<file path="src/rtl/video_timing_pkg.sv">
// Shared raster timing constants and helpers for the video timing generator,
// the PPU renderer and the video output encoder. Defaults reproduce the
// NES 341x262 dot/line raster.
package video_timing_pkg;

    localparam int unsigned NES_WIDTH     = 16;
    localparam int unsigned NES_DIV       = 4;
    localparam int unsigned NES_ACTIVE_H  = 256;
    localparam int unsigned NES_FRONT_H   = 18;
    localparam int unsigned NES_SYNC_H    = 25;
    localparam int unsigned NES_BACK_H    = 42;
    localparam int unsigned NES_ACTIVE_V  = 240;
    localparam int unsigned NES_FRONT_V   = 5;
    localparam int unsigned NES_SYNC_V    = 3;
    localparam int unsigned NES_BACK_V    = 14;
    localparam int unsigned NES_H_OFFSET  = 1;
    localparam bit          NES_HSYNC_POL = 1'b0;
    localparam bit          NES_VSYNC_POL = 1'b0;
    localparam int unsigned NES_IRQ_DOT   = 0;

    // Total period (dots per line or lines per frame) from its four intervals.
    function automatic int unsigned timing_total(
        input int unsigned active,
        input int unsigned front,
        input int unsigned sync,
        input int unsigned back
    );
        return active + front + sync + back;
    endfunction

    localparam int unsigned NES_TH = timing_total(NES_ACTIVE_H, NES_FRONT_H, NES_SYNC_H, NES_BACK_H);
    localparam int unsigned NES_TV = timing_total(NES_ACTIVE_V, NES_FRONT_V, NES_SYNC_V, NES_BACK_V);

endpackage

</file>
<file path="src/rtl/video_timing_gen_if.sv">
// Signal bundle between the raster timing generator (master) and its
// consumers (slave): line-match/render-enable controls in, timing out.
interface video_timing_gen_if
    import video_timing_pkg::*;
#(
    parameter int unsigned P_width = NES_WIDTH
);
    logic [P_width-1:0] I_match_line;
    logic               I_render_en;
    logic               O_clock;
    logic               O_rise;
    logic [P_width-1:0] O_hcount;
    logic [P_width-1:0] O_vcount;
    logic               O_hsync;
    logic               O_vsync;
    logic               O_not_hblank;
    logic               O_not_vblank;
    logic               O_not_blank;
    logic               O_line_start;
    logic               O_frame_start;
    logic               O_line_irq;
    logic               O_odd_frame;

    modport master (
        input  I_match_line, I_render_en,
        output O_clock, O_rise, O_hcount, O_vcount, O_hsync, O_vsync,
               O_not_hblank, O_not_vblank, O_not_blank,
               O_line_start, O_frame_start, O_line_irq, O_odd_frame
    );

    modport slave (
        output I_match_line, I_render_en,
        input  O_clock, O_rise, O_hcount, O_vcount, O_hsync, O_vsync,
               O_not_hblank, O_not_vblank, O_not_blank,
               O_line_start, O_frame_start, O_line_irq, O_odd_frame
    );
endinterface

</file>
<file path="src/rtl/video_timing_gen_dot_divider.sv">
// Dot clock divider: a phase counter over P_div system clocks producing a
// 50% duty dot clock and a one-cycle enable on its rising phase.
module dot_divider #(
    parameter int unsigned P_div = 4
) (
    input  logic I_clock,
    input  logic I_reset,
    output logic O_clock,
    output logic O_rise
);
    localparam int unsigned   DW     = (P_div > 2) ? $clog2(P_div) : 1;
    localparam logic [DW-1:0] D_LAST = DW'(P_div - 1);
    localparam logic [DW-1:0] D_HALF = DW'(P_div / 2);

    logic [DW-1:0] d_q;
    logic [DW-1:0] d_d;

    // Next phase: count up and wrap after the last system clock of a dot.
    always_comb begin
        d_d = d_q + DW'(1);
        if (d_q == D_LAST) begin
            d_d = '0;
        end
    end

    // Phase register.
    always_ff @(posedge I_clock) begin
        if (I_reset) begin
            d_q <= '0;
        end else begin
            d_q <= d_d;
        end
    end

    assign O_clock = (d_q >= D_HALF);
    assign O_rise  = (d_q == D_HALF);
endmodule

</file>
<file path="src/rtl/video_timing_gen.sv">
// Parametrised raster timing generator. Divides the system clock into a dot
// clock, runs dot/line counters and decodes sync, blanking and strobes
// combinationally from the registered counters.
// Optional feature: define VIDEO_TIMING_ODD_SKIP_EN to drop the last dot of
// the final line of odd frames while rendering is enabled.
module video_timing_gen
    import video_timing_pkg::*;
#(
    parameter int unsigned P_width     = NES_WIDTH,
    parameter int unsigned P_div       = NES_DIV,
    parameter int unsigned P_active_h  = NES_ACTIVE_H,
    parameter int unsigned P_front_h   = NES_FRONT_H,
    parameter int unsigned P_sync_h    = NES_SYNC_H,
    parameter int unsigned P_back_h    = NES_BACK_H,
    parameter int unsigned P_active_v  = NES_ACTIVE_V,
    parameter int unsigned P_front_v   = NES_FRONT_V,
    parameter int unsigned P_sync_v    = NES_SYNC_V,
    parameter int unsigned P_back_v    = NES_BACK_V,
    parameter int unsigned P_h_offset  = NES_H_OFFSET,
    parameter bit          P_hsync_pol = NES_HSYNC_POL,
    parameter bit          P_vsync_pol = NES_VSYNC_POL,
    parameter int unsigned P_irq_dot   = NES_IRQ_DOT
) (
    input  logic              I_clock,
    input  logic              I_reset,
    video_timing_gen_if.master vt
);
    localparam int unsigned TH = timing_total(P_active_h, P_front_h, P_sync_h, P_back_h);
    localparam int unsigned TV = timing_total(P_active_v, P_front_v, P_sync_v, P_back_v);

`ifdef VIDEO_TIMING_ODD_SKIP_EN
    localparam bit SKIP_EN = 1'b1;
`else
    localparam bit SKIP_EN = 1'b0;
`endif

    // Configuration sanity: counters must hold TH-1/TV-1, divider must split evenly.
    if ((P_div % 2) != 0 || P_div < 2) begin : g_bad_div
        $error("video_timing_gen: P_div must be even and at least 2");
    end
    if ((longint'(TH) - 1) > ((longint'(1) << P_width) - 1)) begin : g_bad_th
        $error("video_timing_gen: TH-1 does not fit in P_width bits");
    end
    if ((longint'(TV) - 1) > ((longint'(1) << P_width) - 1)) begin : g_bad_tv
        $error("video_timing_gen: TV-1 does not fit in P_width bits");
    end

    // Decode bounds are one bit wider than the counters so a window ending
    // exactly at 2^P_width stays representable.
    localparam int unsigned    EW        = P_width + 1;
    localparam logic [P_width-1:0] H_LAST  = P_width'(TH - 1);
    localparam logic [P_width-1:0] H_SKIP  = P_width'(TH - 2);
    localparam logic [P_width-1:0] V_LAST  = P_width'(TV - 1);
    localparam logic [P_width-1:0] IRQ_DOT = P_width'(P_irq_dot);
    localparam logic [EW-1:0] H_ACT_LO = EW'(P_h_offset);
    localparam logic [EW-1:0] H_ACT_HI = EW'(P_h_offset + P_active_h);
    localparam logic [EW-1:0] HS_LO    = EW'(P_h_offset + P_active_h + P_front_h);
    localparam logic [EW-1:0] HS_HI    = EW'(P_h_offset + P_active_h + P_front_h + P_sync_h);
    localparam logic [EW-1:0] V_ACT_HI = EW'(P_active_v);
    localparam logic [EW-1:0] VS_LO    = EW'(P_active_v + P_front_v + 1);
    localparam logic [EW-1:0] VS_HI    = EW'(P_active_v + P_front_v + 1 + P_sync_v);

    logic               dot_clock;
    logic               dot_rise;
    logic [P_width-1:0] hcount_q, hcount_d;
    logic [P_width-1:0] vcount_q, vcount_d;
    logic               odd_frame_q, odd_frame_d;
    logic               skip_dot;

    logic               hs_win, vs_win;
    logic               not_hblank, not_vblank;
    logic               line_start, frame_start, line_irq;
    logic [EW-1:0]      h_ext, v_ext;

    dot_divider #(
        .P_div(P_div)
    ) u_dot_divider (
        .I_clock(I_clock),
        .I_reset(I_reset),
        .O_clock(dot_clock),
        .O_rise (dot_rise)
    );

    // Next counter state: advance on each dot, wrap lines/frames, toggle
    // parity on frame wrap; an odd rendering frame may end one dot early.
    always_comb begin
        hcount_d    = hcount_q;
        vcount_d    = vcount_q;
        odd_frame_d = odd_frame_q;
        skip_dot    = SKIP_EN && odd_frame_q && vt.I_render_en &&
                      (vcount_q == V_LAST) && (hcount_q == H_SKIP);
        if (dot_rise) begin
            if (skip_dot || hcount_q == H_LAST) begin
                hcount_d = '0;
                if (skip_dot || vcount_q == V_LAST) begin
                    vcount_d    = '0;
                    odd_frame_d = ~odd_frame_q;
                end else begin
                    vcount_d = vcount_q + P_width'(1);
                end
            end else begin
                hcount_d = hcount_q + P_width'(1);
            end
        end
    end

    // Counter and parity registers; reset overrides any pending update.
    always_ff @(posedge I_clock) begin
        if (I_reset) begin
            hcount_q    <= '0;
            vcount_q    <= '0;
            odd_frame_q <= 1'b0;
        end else begin
            hcount_q    <= hcount_d;
            vcount_q    <= vcount_d;
            odd_frame_q <= odd_frame_d;
        end
    end

    // Zero-latency decode of windows and strobes from the registered counters.
    always_comb begin
        h_ext       = {1'b0, hcount_q};
        v_ext       = {1'b0, vcount_q};
        not_hblank  = (h_ext >= H_ACT_LO) && (h_ext < H_ACT_HI);
        not_vblank  = (v_ext < V_ACT_HI);
        hs_win      = (h_ext >= HS_LO) && (h_ext < HS_HI);
        vs_win      = (v_ext >= VS_LO) && (v_ext < VS_HI);
        line_start  = dot_rise && (hcount_q == '0);
        frame_start = line_start && (vcount_q == '0);
        line_irq    = dot_rise && (hcount_q == IRQ_DOT) && (vcount_q == vt.I_match_line);
    end

    assign vt.O_clock       = dot_clock;
    assign vt.O_rise        = dot_rise;
    assign vt.O_hcount      = hcount_q;
    assign vt.O_vcount      = vcount_q;
    assign vt.O_hsync       = P_hsync_pol ? hs_win : ~hs_win;
    assign vt.O_vsync       = P_vsync_pol ? vs_win : ~vs_win;
    assign vt.O_not_hblank  = not_hblank;
    assign vt.O_not_vblank  = not_vblank;
    assign vt.O_not_blank   = not_hblank && not_vblank;
    assign vt.O_line_start  = line_start;
    assign vt.O_frame_start = frame_start;
    assign vt.O_line_irq    = line_irq;
    assign vt.O_odd_frame   = odd_frame_q;
endmodule
</file>
<file path="src/flat_wrapper.sv">
// flat-port wrapper written by rule: the top's interface ports become plain ports
module video_timing_gen_flat import video_timing_pkg::*;
#(
    parameter int unsigned P_width     = NES_WIDTH,
    parameter int unsigned P_div       = NES_DIV,
    parameter int unsigned P_active_h  = NES_ACTIVE_H,
    parameter int unsigned P_front_h   = NES_FRONT_H,
    parameter int unsigned P_sync_h    = NES_SYNC_H,
    parameter int unsigned P_back_h    = NES_BACK_H,
    parameter int unsigned P_active_v  = NES_ACTIVE_V,
    parameter int unsigned P_front_v   = NES_FRONT_V,
    parameter int unsigned P_sync_v    = NES_SYNC_V,
    parameter int unsigned P_back_v    = NES_BACK_V,
    parameter int unsigned P_h_offset  = NES_H_OFFSET,
    parameter bit          P_hsync_pol = NES_HSYNC_POL,
    parameter bit          P_vsync_pol = NES_VSYNC_POL,
    parameter int unsigned P_irq_dot   = NES_IRQ_DOT
)
  (I_clock, I_reset, vt_I_match_line, vt_I_render_en, vt_O_clock, vt_O_rise, vt_O_hcount, vt_O_vcount, vt_O_hsync, vt_O_vsync, vt_O_not_hblank, vt_O_not_vblank, vt_O_not_blank, vt_O_line_start, vt_O_frame_start, vt_O_line_irq, vt_O_odd_frame);
  video_timing_gen_if #(.P_width(P_width)) vt_i ();
  input  logic I_clock;
  input  logic I_reset;
  input wire logic [$bits(vt_i.I_match_line)-1:0] vt_I_match_line;
  input wire logic [$bits(vt_i.I_render_en)-1:0] vt_I_render_en;
  output wire logic [$bits(vt_i.O_clock)-1:0] vt_O_clock;
  output wire logic [$bits(vt_i.O_rise)-1:0] vt_O_rise;
  output wire logic [$bits(vt_i.O_hcount)-1:0] vt_O_hcount;
  output wire logic [$bits(vt_i.O_vcount)-1:0] vt_O_vcount;
  output wire logic [$bits(vt_i.O_hsync)-1:0] vt_O_hsync;
  output wire logic [$bits(vt_i.O_vsync)-1:0] vt_O_vsync;
  output wire logic [$bits(vt_i.O_not_hblank)-1:0] vt_O_not_hblank;
  output wire logic [$bits(vt_i.O_not_vblank)-1:0] vt_O_not_vblank;
  output wire logic [$bits(vt_i.O_not_blank)-1:0] vt_O_not_blank;
  output wire logic [$bits(vt_i.O_line_start)-1:0] vt_O_line_start;
  output wire logic [$bits(vt_i.O_frame_start)-1:0] vt_O_frame_start;
  output wire logic [$bits(vt_i.O_line_irq)-1:0] vt_O_line_irq;
  output wire logic [$bits(vt_i.O_odd_frame)-1:0] vt_O_odd_frame;
  assign vt_i.I_match_line = vt_I_match_line;
  assign vt_i.I_render_en = vt_I_render_en;
  assign vt_O_clock = vt_i.O_clock;
  assign vt_O_rise = vt_i.O_rise;
  assign vt_O_hcount = vt_i.O_hcount;
  assign vt_O_vcount = vt_i.O_vcount;
  assign vt_O_hsync = vt_i.O_hsync;
  assign vt_O_vsync = vt_i.O_vsync;
  assign vt_O_not_hblank = vt_i.O_not_hblank;
  assign vt_O_not_vblank = vt_i.O_not_vblank;
  assign vt_O_not_blank = vt_i.O_not_blank;
  assign vt_O_line_start = vt_i.O_line_start;
  assign vt_O_frame_start = vt_i.O_frame_start;
  assign vt_O_line_irq = vt_i.O_line_irq;
  assign vt_O_odd_frame = vt_i.O_odd_frame;
  video_timing_gen #(.P_width(P_width), .P_div(P_div), .P_active_h(P_active_h), .P_front_h(P_front_h), .P_sync_h(P_sync_h), .P_back_h(P_back_h), .P_active_v(P_active_v), .P_front_v(P_front_v), .P_sync_v(P_sync_v), .P_back_v(P_back_v), .P_h_offset(P_h_offset), .P_hsync_pol(P_hsync_pol), .P_vsync_pol(P_vsync_pol), .P_irq_dot(P_irq_dot)) u_core (.I_clock(I_clock), .I_reset(I_reset), .vt(vt_i));
endmodule
</file>
<file path="config.mk">
export PLATFORM = sky130hd
export DESIGN_NAME = video_timing_gen_flat
export DESIGN_NICKNAME = d
export VERILOG_FILES = /design/src/rtl/video_timing_pkg.sv /design/src/rtl/video_timing_gen_if.sv /design/src/rtl/video_timing_gen_dot_divider.sv /design/src/rtl/video_timing_gen.sv /design/src/flat_wrapper.sv
export SDC_FILE = /design/constraint.sdc
export NUM_CORES = 1
export LEC_CHECK = 0
export CORE_MARGIN = 2
export CORE_UTILIZATION = 48
export CTS_CLUSTER_DIAMETER = 30
export DETAILED_ROUTE_END_ITERATION = 7
export PLACE_DENSITY = 0.81
export SLEW_MARGIN = 20
export SYNTH_ARGS = -nofsm -noshare
export SYNTH_HDL_FRONTEND = slang
export SYNTH_SLANG_ARGS = --single-unit
</file>
<file path="constraint.sdc">
create_clock -name I_clock -period 2.5 [get_ports I_clock]
set_input_delay 0.5 -clock I_clock [delete_from_list [all_inputs] [get_ports I_clock]]
set_output_delay 0.5 -clock I_clock [all_outputs]
set_load 0.02 [all_outputs]
</file>
# After elaboration in Yosys (flattened, before gate mapping)
# Index checks and enable logic that the tools add are counted.
[totals] inputBits=19 out_inout_bits=43 reg_bits=35 elab_cells=37
[op_classes] magnitude_cmp=8 eq_ne=5 mux=2 bitwise=3 addsub=3 reduce_logical=12
[ops] cell="$add A16 B1 Y16 const B" n=2
[ops] cell="$eq A16 B9 Y1 const B" n=2
[ops] cell="$logic_not A16 Y1" n=2
[ops] cell="$lt A16 B8 Y1 const B" n=2
[ops] cell="$lt A16 B9 Y1 const B" n=2
[ops] cell="$mux W16" n=2
[ops] cell="$eq A16 B16 Y1" n=1
[ops] cell="$ge A16 B1 Y1 const B" n=1
[ops] cell="$ge A16 B8 Y1 const B" n=1
[ops] cell="$ge A16 B9 Y1 const B" n=1
[ops] cell="$logic_and A1 B1 Y1" n=7
[ops] cell="$eq A2 B2 Y1 const B" n=2
[ops] cell="$not A1 Y1" n=3
[ops] cell="$reduce_and A3 Y1" n=1
[ops] cell="$add A2 B1 Y2 const B" n=1
[ops] cell="$ge A2 B2 Y1 const B" n=1
[ops] cell="$reduce_and A2 Y1" n=1
[ops] cell="$reduce_or A2 Y1" n=1

# Logic depth before layout (Yosys ltp)
[depth] ltp_word=3 depth_mapped=9 depth_no_buf=7

# Cells and area by module
# A second synthesis with hierarchy kept.
[unflattened] cells_unflattened=259 hier_area_um2=2123.3
[by_module_without_submodules] module="video_timing_gen" seq_area_each_um2=660.6 instances=1 area_per_inst_um2=2038.2 cells_per_inst=251
[by_module_without_submodules] module="dot_divider" seq_area_each_um2=40.0 instances=1 area_per_inst_um2=85.1 cells_per_inst=8

# Worst setup path after synthesis
# Ideal clock, no wire load.
[synth_timing] path_kind="reg-to-output" startpoint="register u_core.hcount_q[0], in the netlist u_core.vt.O_hcount[0]" endpoint="output port vt_O_not_blank" t_arrival_ns=2.021 required_ns=2.000 slack_ns=-0.021 path_stages_with_launch=8 path_buffers=0 path_cell_list="dfxtp_1 > inv_1 > ha_1 > nor3b_1 > nand2_1 > nor3_1 > a211oi_1 > and2_1"
[synth_between] elab_chain_cells=3 word_cells_on_any_way=4 classes_between="order compare: 2; reduce/logical: 2"
[synth_rtl] item="start: declaration" line="video_timing_gen.sv:65" rtl="logic [P_width-1:0] hcount_q, hcount_d;"
[synth_rtl] item="start signal: assignment" line="video_timing_gen.sv:114" rtl="hcount_q <= hcount_d;"
[synth_rtl] item="$ge A16 B1 Y1 or $lt A16 B9 Y1 (tied branches)" line="video_timing_gen.sv:124" rtl="not_hblank = (h_ext >= H_ACT_LO) && (h_ext < H_ACT_HI);"
[synth_rtl] item="$logic_and A1 B1 Y1 (*)" line="video_timing_gen.sv:124"
[synth_rtl] item="net vt_O_not_hblank" line="flat_wrapper.sv:31" rtl="output wire logic [$bits(vt_i.O_not_hblank)-1:0] vt_O_not_hblank;"
[synth_rtl] item="$logic_and A1 B1 Y1 (*)" line="video_timing_gen.sv:141" rtl="assign vt.O_not_blank = not_hblank && not_vblank;"
[synth_rtl] item="end: declaration" line="flat_wrapper.sv:33" rtl="output wire logic [$bits(vt_i.O_not_blank)-1:0] vt_O_not_blank;"
# Mark *: on every way through the listed nets, which the timed path passes. The rest lies on a longest branch.

# Worst setup path in the final report
[layout_timing] startpoint="register u_core.vcount_q[11], in the netlist u_core.vt.O_vcount[11]" endpoint="output port vt_O_not_blank"
[layout_between] elab_chain_cells=2
[layout_rtl] item="start: declaration" line="video_timing_gen.sv:66" rtl="logic [P_width-1:0] vcount_q, vcount_d;"
[layout_rtl] item="start signal: assignment" line="video_timing_gen.sv:115" rtl="vcount_q <= vcount_d;"
[layout_rtl] item="$lt A16 B8 Y1" line="video_timing_gen.sv:125" rtl="not_vblank = (v_ext < V_ACT_HI);"
[layout_rtl] item="$logic_and A1 B1 Y1" line="video_timing_gen.sv:141"
# Every way passes these cells.

==> impl_results.md <==
- Worst slew margin: approximately 66%
- Crit path DAT: 1.99 ns
- RSZ-0062 raised after global routing: yes
- Post-synth cell types: 39
- Area Growth Syn to Fin: 45.9%
- Hold buffers post-CTS: 0
- Final GP Congestion: 0.881
- Most frequent cell after synthesis: dfxtp_1
- Ant diodes: 0
- Int Pwr: 0.886 mW
- Net Sw Frac: 25.2%
- H-Tree Depth: 2
- Layout cells sized above 1: 18.7%
- WL final: between 6000 and 7000 um
- Final core utilization: 72.4%
- Power per Cell Area: approximately 380 mW/mm2
- Sequential-to-total area share from yosys stat: 32.4%
- Reg power frac: 48.0%
- DP Cell Count: ~400
- Final hold viol count: 0
- CP startpoint: u_core.vt.O_vcount[11]$_SDFFE_PP0P_
- Core box area: approximately 0.0044 mm2
- Setup Crit Path Kind: reg -> out
- Worst-Margin Slew: 0.511 ns
- Fmax: about 0.4 GHz
- Post-synth net total: 303
- Slowest cell on crit path: or4_4
- Outcome: complete, no violations
- RR Startpoint: u_core.u_dot_divider.d_q[0]$_SDFF_PP0_
- Fin cells: between 400 and 500
- Logic pwr share: 17.0%
- WL/cell: 15.2 um
- Largest net degree at the start of global routing: 23
- Clk pin slew, worst setup/hold paths: 0.07 ns
- Post-synth ARST share: 0%
- Post-layout min period: 2.49 ns
- Hold path start: u_core.u_dot_divider.d_q[0]$_SDFF_PP0_
- Worst Hold Class: reg -> reg
- Worst-skew pair later-pin latency: 0.29 ns
- CTS tree: yes
- Max_cap viols: 0
- Max incr delay on CP: approximately 0.54 ns
- Grt total ovfl: 0
- Ys flop type: dfxtp_1
- First-pass GRT wire length: 10100 um
- Total power: 1.18 mW
- Initial Util: 49.6%
- Fin. max-slew vios: 0
- Dpl hpwl: 4670 um
- Drt first pass iters: 5
- Vias in the first global route: 2153
- DRC: 0
- Crit path cell chain: or4_4, nor4_4, nand2b_1, nor2_2, and2_4, buf_6
- Yosys top cell by area: dfxtp_1
- Clk_skew: 0.00499 ns
- Die H: 71.1 um
- Vias: 2327
- Count of state elements after synthesis: 35
- I/O pin total: slightly above 60
- Worst Setup Slack post-DPL: -0.267 ns
- Synthesized area per cell: 7.86 um2
- Clk pwr share: 35.0%
- Gr usage total: 25.3%
- Psw: ~0.30 mW
- Worst setup SP type: register
- Clock Path Buffers: 2
- Initial antenna violation count: 0
- Fin crit share: 99.7%
- Synth Warn #: 0
- Yosys top cell area share: about a third
- WHS: around 0.47 ns
- Cell Rows: 24
- Die ar.: between 0.005 and 0.006 mm2
- Number of synthesized flops with an enable pin: 0
- Setup tns final: 0 ns
- Iteration-0 DRC count of the detailed router: between 200 and 300
- Syn Inst Count: 275
- Crit. End Element: output pin
- Final-stage net count: slightly below 400
- Worst vdd ir: 0.388 mV
- Vias/cell: ~5.6
- Commonest cells in the netlist: dfxtp_1 (35), nor2_1 (33), nand2_1 (27), xor2_1 (27), clkbuf_1 (14)
- Die Wd: 71.1 um
- Final setup vio count: 0
- Synth top area cells: dfxtp_1 (32%), xor2_1 (11%), nor2_1 (5.7%)
- Final ANT Viol Nets: 0
- Critical Path Fanout Max: 2
- Final Cell Area: 0.00315 mm2
- Placed Area: 0.00303 mm2
- Setup slack after layout: around 0.0065 ns
- Lkg Pwr: 1.27 nW
- Quantity of I/O buffers inserted on ports: 60
- R2R Setup Slk: 0.18 ns
- Clock buffer count from CTS: 5
- Root Buffer: clkbuf_8
- Clk sinks: 35
- Syn Std Cell Area: 0.00216 mm2
- Data required time of the worst path: ~2 ns
state kept, by name, indices dropped and copies added, names as in the netlist:
signal                    flops
u_core.vt.O_vcount           16
u_core.u_dot_divider.d_q      2
u_core.vt.O_hcount           16
u_core.vt.O_odd_frame         1
power by group through the flow:
stage          combinational (mW)  clock (mW)  sequential (mW)
6_report                    0.201       0.414            0.569
2_1_floorplan              0.0867           0            0.588
3_3_place_gp                0.193           0            0.581
4_1_cts                     0.189       0.417            0.569
5_1_grt                     0.218       0.444            0.569
3_5_place_dp                0.196           0            0.582
area by class of cell:
type | count | area (um2)
multi-input combinational | 210 | 1380
fill | 343 | 1200
timing repair buffer | 100 | 878
sequential | 35 | 702
clock buffer | 6 | 82.6
tap | 52 | 65.1
inverter | 11 | 41.3
clock inverter | 1 | 5.00
metal layers:
layer,vias up,GRT usage (%),wire length (um)
met5,-,0,0
met4,0,9.85,110
met3,11,4.70,371
met2,97,40.6,3110
met1,1076,33.9,2690
li1,1143,-,-
timing repair:
action | in CTS | in global routing
resized for setup | 26 | 16
endpoints found under the setup margin | 8 | 16
cloned | 0 | 0
hold endpoints to repair | 0 | 0
buffers inserted | 2 | 0
pin swaps | 2 | 4
critical path, delay by kind of cell, from the launching register on:
kind	cells	cell delay (ns)
and+or+nand+nor	5	1.29
buffers and inverters	1	0.11
DFF	1	0.32
kinds of logic (layout without fill, tap and decap cells):
logic type,Yosys count,after routing,synth area share (%)
mux,1,1,0.463
flops,35,35,32.4
compound gates,33,33,9.90
fa+ha+maj,9,9,5.21
simple gates,135,135,33.3
buf+inv,30,118,5.73
xor+xnor,32,32,13.0
worst paths after layout:
kind | cells past startpoint | endpoint
worst max-delay path | 6 | vt_O_not_blank
worst min-delay path | 1 | u_core.u_dot_divider.d_q[0]$_SDFF_PP0_
worst max register to register | 8 | u_core.vt.O_hcount[9]$_SDFFE_PP0P_
worst min register to register | 1 | u_core.u_dot_divider.d_q[0]$_SDFF_PP0_
cells in the final DEF (no fill, tap or decap), drive strengths merged, types with 6 or more instances in the layout:
cell type,synthesis,layout
clkdlybuf4s50,0,52
buf,5,45
dfxtp,35,35
nor2,33,33
nand2,28,28
xor2,27,27
nand4,13,13
a21oi,12,12
nand3,12,12
inv,11,11
nor4,11,11
nor3,10,10
ha,9,9
clkbuf,14,8
o21ai,6,6
Note: power is estimated with default switching activity, not from simulation.
